[src/rtl/rename_ckpt_rat.sv]
// Register alias table with branch checkpoint snapshots for a multi-lane rename stage.
// Optional RAT_WB_BYPASS_EN forwards same-cycle writebacks into the source ready flags.
module rename_ckpt_rat #(
    parameter int PHY_REG_NUM  = 64,
    parameter int DECODE_WIDTH = 2,
    parameter int WB_WIDTH     = 4,
    parameter int CKPT_NUM     = 4,
    localparam int PW = $clog2(PHY_REG_NUM),
    localparam int CW = $clog2(CKPT_NUM)
) (
    input  logic                            clk,
    input  logic                            rst_n,
    input  logic [DECODE_WIDTH-1:0]         rename_valid_i,
    input  logic [DECODE_WIDTH-1:0][4:0]    src0_i,
    input  logic [DECODE_WIDTH-1:0][4:0]    src1_i,
    input  logic [DECODE_WIDTH-1:0]         dest_valid_i,
    input  logic [DECODE_WIDTH-1:0][4:0]    dest_i,
    input  logic [DECODE_WIDTH-1:0][PW-1:0] preg_i,
    input  logic [DECODE_WIDTH-1:0]         ckpt_req_i,
    output logic [DECODE_WIDTH-1:0][PW-1:0] psrc0_o,
    output logic [DECODE_WIDTH-1:0][PW-1:0] psrc1_o,
    output logic [DECODE_WIDTH-1:0]         psrc0_ready_o,
    output logic [DECODE_WIDTH-1:0]         psrc1_ready_o,
    output logic [DECODE_WIDTH-1:0][PW-1:0] ppdst_o,
    output logic [DECODE_WIDTH-1:0][CW-1:0] ckpt_id_o,
    output logic                            stall_o,
    input  logic [WB_WIDTH-1:0]             wb_i,
    input  logic [WB_WIDTH-1:0][PW-1:0]     wb_pdest_i,
    input  logic                            ckpt_release_i,
    input  logic                            recover_i,
    input  logic [CW-1:0]                   recover_id_i,
    input  logic                            flush_i,
    input  logic [31:0][PW-1:0]             arch_map_i
);

`ifdef RAT_WB_BYPASS_EN
    localparam bit WB_BYP = 1'b1;
`else
    localparam bit WB_BYP = 1'b0;
`endif

    typedef logic [31:0][PW-1:0] map_t;

    map_t                    map_q;
    map_t                    snap_q [CKPT_NUM];
    logic [PHY_REG_NUM-1:0]  ready_q;
    logic [CW-1:0]           head_q;
    logic [CW-1:0]           tail_q;
    logic [CW:0]             count_q;

    map_t                    map_nxt;
    map_t                    lane_map [DECODE_WIDTH];
    logic [PHY_REG_NUM-1:0]  ready_nxt;
    logic [DECODE_WIDTH-1:0] wr;
    logic [31:0]             busy;
    int                      nreq;
    logic                    accept;
    logic                    rel;
    logic [CW:0]             rcount;

    function automatic logic wb_hit(input logic [PW-1:0] p);
        logic hit;
        hit = 1'b0;
        for (int w = 0; w < WB_WIDTH; w++)
            hit = hit | (wb_i[w] && (wb_pdest_i[w] == p));
        return hit && WB_BYP;
    endfunction

    always_comb begin
        for (int i = 0; i < DECODE_WIDTH; i++)
            wr[i] = rename_valid_i[i] && dest_valid_i[i] && (dest_i[i] != 5'd0);
    end

    // Walk lanes in order; map_nxt holds the map as seen by the current lane.
    always_comb begin
        map_nxt       = map_q;
        busy          = '0;
        nreq          = 0;
        psrc0_o       = '0;
        psrc1_o       = '0;
        psrc0_ready_o = '0;
        psrc1_ready_o = '0;
        ppdst_o       = '0;
        ckpt_id_o     = '0;
        for (int i = 0; i < DECODE_WIDTH; i++) begin
            lane_map[i] = map_q;
        end
        for (int i = 0; i < DECODE_WIDTH; i++) begin
            psrc0_o[i] = (src0_i[i] == 5'd0) ? '0 : map_nxt[src0_i[i]];
            psrc1_o[i] = (src1_i[i] == 5'd0) ? '0 : map_nxt[src1_i[i]];
            psrc0_ready_o[i] = (src0_i[i] == 5'd0) ||
                (!busy[src0_i[i]] && (ready_q[psrc0_o[i]] || wb_hit(psrc0_o[i])));
            psrc1_ready_o[i] = (src1_i[i] == 5'd0) ||
                (!busy[src1_i[i]] && (ready_q[psrc1_o[i]] || wb_hit(psrc1_o[i])));
            ppdst_o[i]   = (dest_i[i] == 5'd0) ? '0 : map_nxt[dest_i[i]];
            ckpt_id_o[i] = tail_q + CW'(nreq);
            if (wr[i]) begin
                map_nxt[dest_i[i]] = preg_i[i];
                busy[dest_i[i]]    = 1'b1;
            end
            lane_map[i] = map_nxt;
            if (rename_valid_i[i] && ckpt_req_i[i])
                nreq = nreq + 1;
        end
    end

    assign stall_o = (CKPT_NUM - int'(count_q)) < nreq;
    assign accept  = !stall_o && !recover_i && !flush_i;
    assign rcount  = {1'b0, recover_id_i - head_q};
    assign rel     = ckpt_release_i &&
                     (recover_i ? (rcount != '0) : (count_q != '0));

    // Writebacks set first so a same-cycle allocation of that preg wins.
    always_comb begin
        ready_nxt = ready_q;
        for (int w = 0; w < WB_WIDTH; w++)
            if (wb_i[w]) ready_nxt[wb_pdest_i[w]] = 1'b1;
        if (accept)
            for (int i = 0; i < DECODE_WIDTH; i++)
                if (wr[i]) ready_nxt[preg_i[i]] = 1'b0;
    end

    always_ff @(posedge clk or negedge rst_n) begin
        if (!rst_n) begin
            for (int r = 0; r < 32; r++)
                map_q[r] <= PW'(r);
            ready_q <= '1;
            head_q  <= '0;
            tail_q  <= '0;
            count_q <= '0;
        end else if (flush_i) begin
            map_q   <= arch_map_i;
            ready_q <= '1;
            head_q  <= '0;
            tail_q  <= '0;
            count_q <= '0;
        end else begin
            ready_q <= ready_nxt;
            head_q  <= head_q + CW'(rel);
            if (recover_i) begin
                map_q   <= snap_q[recover_id_i];
                tail_q  <= recover_id_i;
                count_q <= rcount - (CW+1)'(rel);
            end else begin
                if (accept) begin
                    map_q  <= map_nxt;
                    tail_q <= tail_q + CW'(nreq);
                end
                count_q <= count_q + (accept ? (CW+1)'(nreq) : '0)
                           - (CW+1)'(rel);
            end
        end
    end

    // Snapshot contents are don't-care until written, so no reset here.
    always_ff @(posedge clk) begin
        if (accept)
            for (int i = 0; i < DECODE_WIDTH; i++)
                if (rename_valid_i[i] && ckpt_req_i[i])
                    snap_q[ckpt_id_o[i]] <= lane_map[i];
    end

endmodule

[config.mk]
export PLATFORM = sky130hd
export DESIGN_NAME = rename_ckpt_rat
export DESIGN_NICKNAME = d
export VERILOG_FILES = /design/src/rtl/rename_ckpt_rat.sv
export SDC_FILE = /design/constraint.sdc
export NUM_CORES = 2
export LEC_CHECK = 0
export ABC_AREA = 1
export BUFFER_PORTS_ARGS = -buffer_cell sky130_fd_sc_hd__buf_2
export CAP_MARGIN = 20
export CORE_AREA = 10 10 425 427
export CTS_BUF_LIST = sky130_fd_sc_hd__clkbuf_8
export CTS_CLUSTER_DIAMETER = 60
export DETAILED_ROUTE_END_ITERATION = 6
export DIE_AREA = 0 0 435 437
export HOLD_SLACK_MARGIN = 0.08
export MAX_ROUTING_LAYER = met4
export SYNTH_ARGS = -nofsm -noshare
export SYNTH_HDL_FRONTEND = slang
export SYNTH_SLANG_ARGS = --single-unit
[constraint.sdc]
create_clock -name clk -period 14.9 [get_ports clk]
set_clock_uncertainty 0.15 [all_clocks]
set_input_delay 3.725 -clock clk [delete_from_list [all_inputs] [get_ports clk]]
set_output_delay 3.725 -clock clk [all_outputs]
set_load 0.01 [all_outputs]
==> results.sh <==
export IMPL_cts_setup_buffers=0
export IMPL_synth_area_leaders="edfxtp_1 (34%), o21ai_0 (12%), nand2_1 (11%)"
export IMPL_multiInputGateArea_mm2=0.0338
export IMPL_cp_max_fo=14
export IMPL_nFillCells=17500
export IMPL_start_kind="input port"
export IMPL_wl_met2_um=175000
export IMPL_first_pass_iters=7
export IMPL_numCtsBuffers=189
export IMPL_setup_viol=0
export IMPL_pin_count=320
export IMPL_hp_class="flop to flop"
export IMPL_place_inst=11200
export IMPL_clkLatencyLatePin_ns=0.99
export IMPL_rsz0062_at_grt="false"
export IMPL_place_gp_congestion=1.11
export IMPL_grt_pass1_vias=69400
export IMPL_yosysSeqAreaShare_pct=43.5
export IMPL_gr_total_overflow=0
export IMPL_die_w_um=435
export IMPL_cap_violations=0
export IMPL_avgViaCountPerCell=6.68
export IMPL_final_nets=9392
export IMPL_min_period_ns=12.90
export IMPL_register_area_mm2=0.0298
export IMPL_clock_path_buffers=3
export IMPL_synth_common_cells="nand2_1 (2074), o21ai_0 (1699), edfxtp_1 (768), nor2_1 (687), clkbuf_1 (611)"
export IMPL_rows=152
export IMPL_p_sw_share_pct=44.1
export IMPL_final_layout_size_suffix_gt1_share_pct=11.8
export IMPL_core_area_mm2=0.171
export IMPL_ys_flop_type="edfxtp_1"
export IMPL_cellLeakagePower_nw=27.9
export IMPL_synth_seq_cells=1031
export IMPL_cts_hold_buffers=0
export IMPL_r2r_cells=14
export IMPL_stdcell_count=11600
export IMPL_ctsResizeCount=0
export IMPL_status="finished clean"
export IMPL_power_frac_comb_pct=36.7
export IMPL_synth_cell_types=63
export IMPL_clockRootBuffer="clkbuf_8"
export IMPL_yosysWarnings=0
export IMPL_crit_path_end_kind="output port"
export IMPL_fin_crit_sh_pct=86.6
export IMPL_syn_avg_cell_area_um2=7.51
export IMPL_synth_largest_area_cell="edfxtp_1"
export IMPL_routedWlPerCell_um=37.2
export IMPL_internal_power_mw=5.98
export IMPL_synth_area_mm2=0.0685
export IMPL_drtIter0Drc=13700
export IMPL_power_switching_mw=4.72
export IMPL_yosysMostFrequentCell="nand2_1"
export IMPL_start_util_pct=40.0
export IMPL_clock_fmax_ghz=0.0775
export IMPL_p_seq_share_pct=37.1
export IMPL_wl_met1_um=166000
export IMPL_pwr_share_clk_pct=26.2
export IMPL_cp_required_ns=11.02
export IMPL_drt_wl_total_um=431000
export IMPL_antenna_found_initial=57
export IMPL_netlist_instances=9129
export IMPL_grt_pass1_wl_um=583000
export IMPL_dp_hpwl_um=303000
export IMPL_post_route_drc_count=0
export IMPL_drv_slew=0
export IMPL_areaGrowthSynthToFinish_pct=11.1
export IMPL_synth_edf_count=768
export IMPL_synth_top_area_share_pct=33.7
export IMPL_powerDensity_mw_per_mm2=141
export IMPL_fin_util_pct=44.4
export IMPL_cts_tree="yes"
export IMPL_slew_headroom_pct=10.1
export IMPL_die_h_um=437
export IMPL_hold_depth=2
export IMPL_grt_max_degree=194
export IMPL_async_flop_share_pct=25.5
export IMPL_tightest_slew_ns=1.34
export IMPL_top_layer_used="met4"
export IMPL_final_antenna_net_count=0
export IMPL_htree_num_levels=4
export IMPL_arrival_ns=9.03
export IMPL_clk_pin_slew_ns=0.06
export IMPL_grt_usage_pct=44.4
export IMPL_worst_setup_path_type="input port to output port"
export IMPL_power_mw=10.7
export IMPL_syn_nets=9418
export IMPL_clkSinkCount=1031
export IMPL_dr_wl_met3_um=57100
export IMPL_vias=77600
export IMPL_portBuffers=319
export IMPL_ir_worst_vdd_mv=0.112
export IMPL_fp_dieArea_mm2=0.190
export IMPL_hold_viol=0
sequential cells by signal (all words and copies together), names as in the netlist:
name	flops
count_q	3
map_q	192
tail_q	2
head_q	2
snap_q	768
ready_q	64
cells in the final DEF (no fill, tap or decap), drive strengths merged, types with 7 or more instances in the layout:
master	n
ha	13
dfstp	144
clkinv	48
buf	565
diode	29
o2111ai	19
a32oi	103
a32o	56
nor2	701
a211oi	10
a22o	8
nand3	533
a31oi	58
nor4	9
inv	563
o22ai	350
o311ai	9
a221oi	99
o211ai	141
o221ai	35
nor3	57
a21oi	518
nand2	2084
o21ai	1794
dfrtp	119
o21a	26
clkbuf	235
a22oi	103
clkinvlp	10
nand4	52
or2	7
edfxtp	768
final cells by class:
class / instances / share of cell area, %
Sequential cell: 1031 / 39.2
Timing Repair Buffer: 576 / 5.00
Clock buffer: 225 / 4.07
Clock inverter: 134 / 0.993
Antenna cell: 29 / 0.0953
Inverter: 491 / 2.47
Tap cell: 2310 / 3.80
Multi-Input combinational cell: 6814 / 44.4
metrics by stage:
stage / setup TNS (ns) / area [um2] / setup WS [ns] / hold WS (ns)
after floorplan: -114.19 / 68500 / -0.297 / 0.319
after global placement: 0 / 72100 / 2.37 / 0.382
after detailed placement: 0 / 72100 / 2.43 / 0.373
after CTS: 0 / 76000 / 2.41 / 0.386
after global routing: 0 / 76100 / 2.05 / 0.416
final: 0 / 76100 / 2.00 / 0.389
path summary, 6_finish.rpt:
check,start,endpoint,slack (ns)
min in group asynchronous,rst_n,map_q[20],2.62
min reg2reg,map_q[159],map_q[159],0.39
max,dest_i[0],psrc1_ready_o[1],2.00
max in group asynchronous,rst_n,map_q[26],9.17
min,map_q[159],map_q[159],0.39
max reg2reg,count_q[0],snap_q[3][145],8.65
logic make-up (layout without fill, tap and decap cells):
logic type,count (synthesis),count (layout),synth area share [%]
flops,1031,1031,43.5
other cells,0,29,0
mux,4,4,0.0657
xor+xnor,7,7,0.0895
buf+inv,1284,1426,7.36
compound gates,3343,3343,28.2
simple gates,3446,3446,20.5
fa+ha+maj,14,14,0.267
critical path, cell delays in order:
cell and delay, ns:
buf_2 0.17, inv_4 0.17, nand2_2 0.33, nor2_4 0.76, nand2_1 0.13, buf_4 0.23
nand2_1 0.07, o21ai_1 0.39, o211ai_1 0.37, nand3_1 0.16, nand3_1 0.44, o21ai_0 0.37
a21oi_1 0.65, nand2_1 0.28, inv_1 0.19, nand3_1 0.10, nand3_1 0.09, nand3_1 0.11
nand2_1 0.10, buf_2 0.17
power groups by stage:
stage,Combinational (mW),Clock (mW),Sequential [mW]
finish,3.93,2.80,3.97
detailed placement,3.71,0,3.98
global placement,3.67,0,3.98
floorplan,2.05,0,3.79
CTS,3.72,2.81,3.93
global route,4.09,2.93,3.96
per-layer routing:
| metal | vias up | track usage [%] |
|---|---|---|
| met4 | 0 | 28.0 |
| met2 | 6169 | 60.5 |
| met1 | 37600 | 56.9 |
| met3 | 1209 | 13.4 |
| met5 | - | - |
| li1 | 32600 | - |
Power figures use the tool's default switching activity.
